File: src/rtl/arbitro_rr4.sv
// Four-way round-robin arbiter with a registered 4:1 data path.
// Optional grant-length limit enabled by defining ARBITRO_TIMEOUT_EN (limit set by MAX_CICLOS).
module arbitro_rr4 #(
    parameter int unsigned MAX_CICLOS = 8
) (
    input  logic       clock,
    input  logic       reset,
    input  logic [3:0] req,
    input  logic [3:0] dado0,
    input  logic [3:0] dado1,
    input  logic [3:0] dado2,
    input  logic [3:0] dado3,
    output logic [3:0] gnt,
    output logic [1:0] sel,
    output logic [3:0] saida,
    output logic       valido,
    output logic       ocupado
);

    typedef enum logic [1:0] {
        OCIOSO    = 2'd0,
        CONCEDIDO = 2'd1,
        PAUSA     = 2'd2
    } estado_t;

    estado_t    estado;
    logic [1:0] ultimo;
    logic [1:0] vencedor_c;
    logic [3:0] dado_sel_c;
    logic       fim_c;
    logic       manter_c;

    if (MAX_CICLOS < 2 || MAX_CICLOS > 255) begin : g_max_ciclos_invalido
        $error("arbitro_rr4: MAX_CICLOS must be in 2..255");
    end

    // Round-robin pick: the lowest offset after ultimo wins, so scan offsets downward.
    always_comb begin
        logic [1:0] idx;
        vencedor_c = ultimo;
        idx        = ultimo;
        for (int k = 4; k >= 1; k--) begin
            idx = ultimo + 2'(k);
            if (req[idx]) begin
                vencedor_c = idx;
            end
        end
    end

    always_comb begin
        dado_sel_c = dado0;
        case (sel)
            2'd0:    dado_sel_c = dado0;
            2'd1:    dado_sel_c = dado1;
            2'd2:    dado_sel_c = dado2;
            default: dado_sel_c = dado3;
        endcase
    end

`ifdef ARBITRO_TIMEOUT_EN
    localparam int unsigned CW = 8;
    logic [CW-1:0] ciclos;

    assign fim_c = (ciclos == CW'(MAX_CICLOS));
`else
    assign fim_c = 1'b0;
`endif

    assign manter_c = req[sel] && !fim_c;

    // Arbiter FSM; every output is updated here so all of them come straight from flops.
    always_ff @(posedge clock) begin
        if (reset) begin
            estado  <= OCIOSO;
            gnt     <= 4'b0000;
            sel     <= 2'b00;
            saida   <= 4'b0000;
            valido  <= 1'b0;
            ocupado <= 1'b0;
            ultimo  <= 2'd3;
`ifdef ARBITRO_TIMEOUT_EN
            ciclos  <= '0;
`endif
        end else begin
            case (estado)
                OCIOSO: begin
                    valido <= 1'b0;
                    if (|req) begin
                        estado  <= CONCEDIDO;
                        gnt     <= 4'(1) << vencedor_c;
                        sel     <= vencedor_c;
                        ultimo  <= vencedor_c;
                        ocupado <= 1'b1;
`ifdef ARBITRO_TIMEOUT_EN
                        ciclos  <= '0;
`endif
                    end else begin
                        gnt     <= 4'b0000;
                        ocupado <= 1'b0;
                    end
                end
                CONCEDIDO: begin
                    if (manter_c) begin
                        saida  <= dado_sel_c;
                        valido <= 1'b1;
`ifdef ARBITRO_TIMEOUT_EN
                        ciclos <= ciclos + CW'(1);
`endif
                    end else begin
                        // Release (or forced release): one dead cycle before re-arbitration.
                        estado <= PAUSA;
                        gnt    <= 4'b0000;
                        valido <= 1'b0;
                    end
                end
                PAUSA: begin
                    estado  <= OCIOSO;
                    gnt     <= 4'b0000;
                    valido  <= 1'b0;
                    ocupado <= 1'b0;
                end
                default: begin
                    estado  <= OCIOSO;
                    gnt     <= 4'b0000;
                    valido  <= 1'b0;
                    ocupado <= 1'b0;
                end
            endcase
        end
    end

endmodule

File: config.mk
export PLATFORM = sky130hd
export DESIGN_NAME = arbitro_rr4
export DESIGN_NICKNAME = d
export VERILOG_FILES = /design/src/rtl/arbitro_rr4.sv
export SDC_FILE = /design/constraint.sdc
export NUM_CORES = 1
export LEC_CHECK = 0
export BUFFER_PORTS_ARGS = -buffer_cell sky130_fd_sc_hd__buf_2
export CAP_MARGIN = 30
export CORE_MARGIN = 3
export CORE_UTILIZATION = 41
export CTS_BUF_LIST = sky130_fd_sc_hd__clkbuf_16
export CTS_CLUSTER_SIZE = 20
export DETAILED_ROUTE_END_ITERATION = 12
export PLACE_DENSITY = 0.73
export SYNTH_ARGS = -nofsm -noshare
export SYNTH_HDL_FRONTEND = slang
export SYNTH_SLANG_ARGS = --single-unit
File: constraint.sdc
create_clock -name clock -period 1.8 [get_ports clock]
set_clock_uncertainty 0.1 [all_clocks]
set_input_delay 0.18 -clock clock [delete_from_list [all_inputs] [get_ports clock]]
set_output_delay 0.18 -clock clock [all_outputs]
set_load 0.005 [all_outputs]
## After elaboration in Yosys (flattened, before gate mapping)

Index checks and enable logic that the tools add are counted.

- ROM bits: 0
- Memories: 0
- Output and inout bits: 12
- Logic and storage cells: 49
- Bits in latches: 0
- Input bits: 22
- Register bits: 16
- RAM bits: 0

- Reductions and logical operators: 7
- Shift operators: 1
- $add $sub $neg: 3
- Multipliers: 0
- Eq/ne operators: 5
- Muxes and demuxes: 21
- Bitwise logic cells: 1
- Magnitude comparators: 4
- Div/mod/pow operators: 0

Operators by type and width:

| operator | count |
|---|---|
| less-than comparator 2 x 3 -> 1 bit (second input constant) | 4 |
| case mux 4 bit (3 select lines) | 1 |
| 2-to-1 mux 2 bit | 5 |
| binary-select mux 1 bit (select 2 bit) | 4 |
| 2-to-1 mux 4 bit | 2 |
| case mux 4 bit (2 select lines) | 1 |
| 2-to-1 mux 1 bit | 6 |
| AND reduction 2 bit | 3 |
| adder 2 bit (second input constant) | 2 |
| equality test 2 x 1 -> 1 bit (second input constant) | 2 |
| zero test 2 bit | 2 |
| inequality test 2 bit (second input constant) | 2 |
| case mux 2 bit (2 select lines) | 1 |
| OR reduction 4 bit | 1 |
| left shift 1 x 2 -> 4 bit (first input constant) | 1 |
| adder 2 x 1 -> 2 bit (second input constant) | 1 |
| equality test 2 bit (second input constant) | 1 |
| case mux 1 bit (2 select lines) | 1 |
| OR reduction 2 bit | 1 |
| inverter 1 bit | 1 |

## Logic depth before layout (Yosys ltp)

- Depth in word-level cells: 9
- Depth in mapped cells: 6
- Depth with buffers taken out: 4

## Worst setup path before layout

Ideal clock, no wire load.

- Kind: register to register
- Start point: reg sel[1]
- End point: reg saida[3]
- Clock period less this slack: 1,691 ps
- Required time: 1,583 ps
- Setup slack: 109 ps
- Arrival time: 1,474 ps
- Cell stages (with the launch flop): 5
- Buffers on the path: 1
- Setup time: 117 ps
- Cell sequence: dfxtp_1 -> mux4_2 -> and3_4 -> buf_6 -> a32o_1

- Cells in the longest elaborated chain, start to end: 3
- Elaborated cells between the ends (all ways): 7
- Those cells by class: 2 x eq/ne; 3 x mux; 2 x reduce/logical

Ends and longest elaborated chain:

| what | line | RTL |
|---|---|---|
| from (decl) | 14 | `output logic [1:0] sel,` |
| from (signal assigned) | 91 | `sel <= vencedor_c;` |
| binary-select mux 1 bit (select 2 bit) | 69 | `assign manter_c = req[sel] && !fim_c;` |
| 2-to-1 mux 1 bit (not written as such) | 69 |  |
| AND reduction 2 bit (no line) | - |  |
| to (signal assigned) | 104 | `saida <= dado_sel_c;` |
| to (decl) | 15 | `output logic [3:0] saida,` |

Several ways; a longest one is shown, not always the timed one. The select of a mux whose other input is x is not followed.
A chain may end at the register's enable or synchronous reset.

## Worst setup path after layout

- Start point: reg sel[1]
- End point: reg saida[0]

Same word-level chain as after synthesis.

==> results.yml <==
setup_path:
  cp_slowest_cell: "mux4_2"
  r2r-end: "saida[0]"
  crit_required_ns: 1.83
  end_kind: "flop"
  worst-setup-path-type: "reg2reg"
  r2r_start: "sel[1]"
  crit_fanout: 4
  rr_worst_depth: 4
  crit_chain: "mux4_2 -> nand2_1 -> mux2i_1 -> nor2_1"
  worst-path-buf-inv: 0
  cp_top_family: "multiplexers"
  arrival_ns: 1.63
  rrSetupSlack_ns: 0.19
  start_kind: "flop"
  critPathMaxStageDelay_ns: 0.54
synthesis:
  async_reset_ff_frac: 0
  ys_seq_elements: 16
  synth_edf_count: 0
  netlist_area_um2: 818
  synth_cells: 77
  syn_area_per_cell_um2: 10.6
  synthTopCellsByArea: "dfxtp_1 (39%), mux4_1 (13%), a32o_1 (3.7%)"
  ys_seq_area_frac: 0.391
  synth_ff_type: "dfxtp_1"
  yosys.area.top_type_share: 0.391
  synth_nets: 99
  yosys.cell_types.count: 28
  synth_top_area_cell: "dfxtp_1"
  ys_warn_count: 0
cts:
  clkTransAtPathRegs_ns: 0.05
  root_buffer: "clkbuf_16"
  clock-sinks: 16
  h-tree-depth: 1
  cts_resized: 0
  clk_path_buf_depth: 2
  clock_latency_ns: 0.24
  cts_hold_buffers: 0
  post_cts_buffers: 0
  cts_made_buffers: 3
  cts_tree: "yes"
sta:
  final.period_utilization: 0.893
  rsz0062_at_grt: "false"
  final-max-slew-violation-count: 0
  slew_headroom: 0.692
  timing.hold.ws_ns: 0.130
  period_needed_ns: 1.61
  tightestPinTransition_ns: 0.461
  fin_setup_tns_ns: 0
  clock.fmax_ghz: 0.622
  finalSetupViolCount: 0
  hold_violations: 0
layout:
  final_core_util: 0.597
  fin_nets: 136
  fill_cells: 173
  antenna_cells: 0
  final_layout_size_suffix_gt1_frac: 0.393
  area_delta_synth_final_pct: 31.3
  stdcell_count: 137
  final_common_cell: "buf_2"
  layout_common_cells: "buf_2 (33), dfxtp_1 (16), nor2_1 (8)"
detailed_routing:
  ant_nets: 0
  drtPass1Iterations: 7
  avgViaCountPerCell: 5.39
  drc: 0
  wire_per_inst_um: 13.5
  drt_iter0_drc: 23
  vias: 739
  wirelength_mm: 1.85
global_route:
  grt-ovfl-total: 0
  grt_pass1_wl_mm: 2.93
  grt_max_degree: 10
  first_global_vias: 652
  antenna_found_initial: 0
  grt.total_usage: 0.153
floorplanning:
  ios: 34
  coreArea_mm2: 0.00180
  initial_core_util: 0.454
  die_h_um: 50.7
  chipWidth_um: 50.7
  dieArea_mm2: 0.00257
  rows: 15
hold_path:
  hold_path_end: "ocupado"
  worstHoldStart: "reset"
  hp-class: "in2reg"
  hold_depth: 2
place:
  dp_cells: 134
  place.gp.congestion: 0.783
  dp_hpwl_mm: 1.47
  io_buffers: 33
power:
  seq_power_share: 0.375
  p_sw_w: 0.000378
  power_frac_clock: 0.312
  irDropWorstVdd_uv: 784
  switching_share: 0.287
  leakagePower_nw: 0.502
  p_int_w: 0.000940
  pwr_density_cell_mw_per_mm2: 1230
  power.share.combinational: 0.314
run:
  maxCapViolations: 0
run_status:
  status: "finished, final reports clean"
power groups by stage:
stage | clock (W) | sequential [W] | combinational [W]
6_report | 0.000411 | 0.000494 | 0.000413
2_1_floorplan | 0 | 0.000489 | 0.000285
3_5_place_dp | 0 | 0.000500 | 0.000413
5_1_grt | 0.000441 | 0.000506 | 0.000452
4_1_cts | 0.000424 | 0.000493 | 0.000415
3_3_place_gp | 0 | 0.000496 | 0.000404
worst max path at each step:
stage,cells past startpoint,endpoint,startpoint
final,4,saida[0],sel[1]
after floorplan,4,saida[3],sel[1]
after detailed placement,4,saida[0],sel[0]
after global placement,4,saida[0],sel[1]
after CTS,4,saida[0],sel[1]
after global routing,4,saida[2],sel[1]
Yosys cell counts (all sizes together), types with 2 or more instances:
cell type / n
a21oi: 5
o21ai: 6
mux2i: 3
a32o: 3
nand2: 6
nand2b: 3
nor3b: 2
nor3: 2
dfxtp: 16
a211oi: 2
mux4: 5
a211o: 2
nor2: 8
buf: 2
state kept, by name, summed over array words and instances, names as in the netlist:
name,count
ocupado,1
gnt,4
saida,4
ultimo,2
sel,2
valido,1
estado,2
layout make-up:
cell class | instances | area, µm² | area share
Multi-Input combinational cell | 57 | 464 | 0.432
Timing Repair Buffer | 35 | 180 | 0.168
Sequential cell | 16 | 320 | 0.298
Clock buffer | 3 | 75.1 | 0.0698
Inverter | 1 | 3.75 | 0.00349
Tap cell | 25 | 31.3 | 0.0291
metrics by stage:
step                      cell area [µm²]  worst slack [ns]  power [W]
after detailed placement             1000             0.206   0.000913
after global routing                 1070             0.102    0.00140
after global placement               1000             0.241   0.000899
final                                1070             0.192    0.00132
after floorplan                       818             0.109   0.000774
after CTS                            1070             0.187    0.00133
layer usage:
metal,global-route usage,share of wire,vias to the layer above,wire [µm]
li1,-,-,366,-
met1,0.194,0.39,339,722
met3,0.0623,0.076,2,140
met5,0,0,-,0
met4,0.0404,0.011,0,20
met2,0.239,0.52,32,966
cells by family (layout without fill, tap and decap cells):
family / count (synthesis) / count (layout) / synth area share
AO/OA/AOI/OAI: 22 / 22 / 0.185
buffers and inverters: 4 / 39 / 0.0413
flip-flops: 16 / 16 / 0.391
multiplexers: 8 / 8 / 0.193
AND/OR/NAND/NOR: 27 / 27 / 0.190
(Power assumes the default switching activity.)
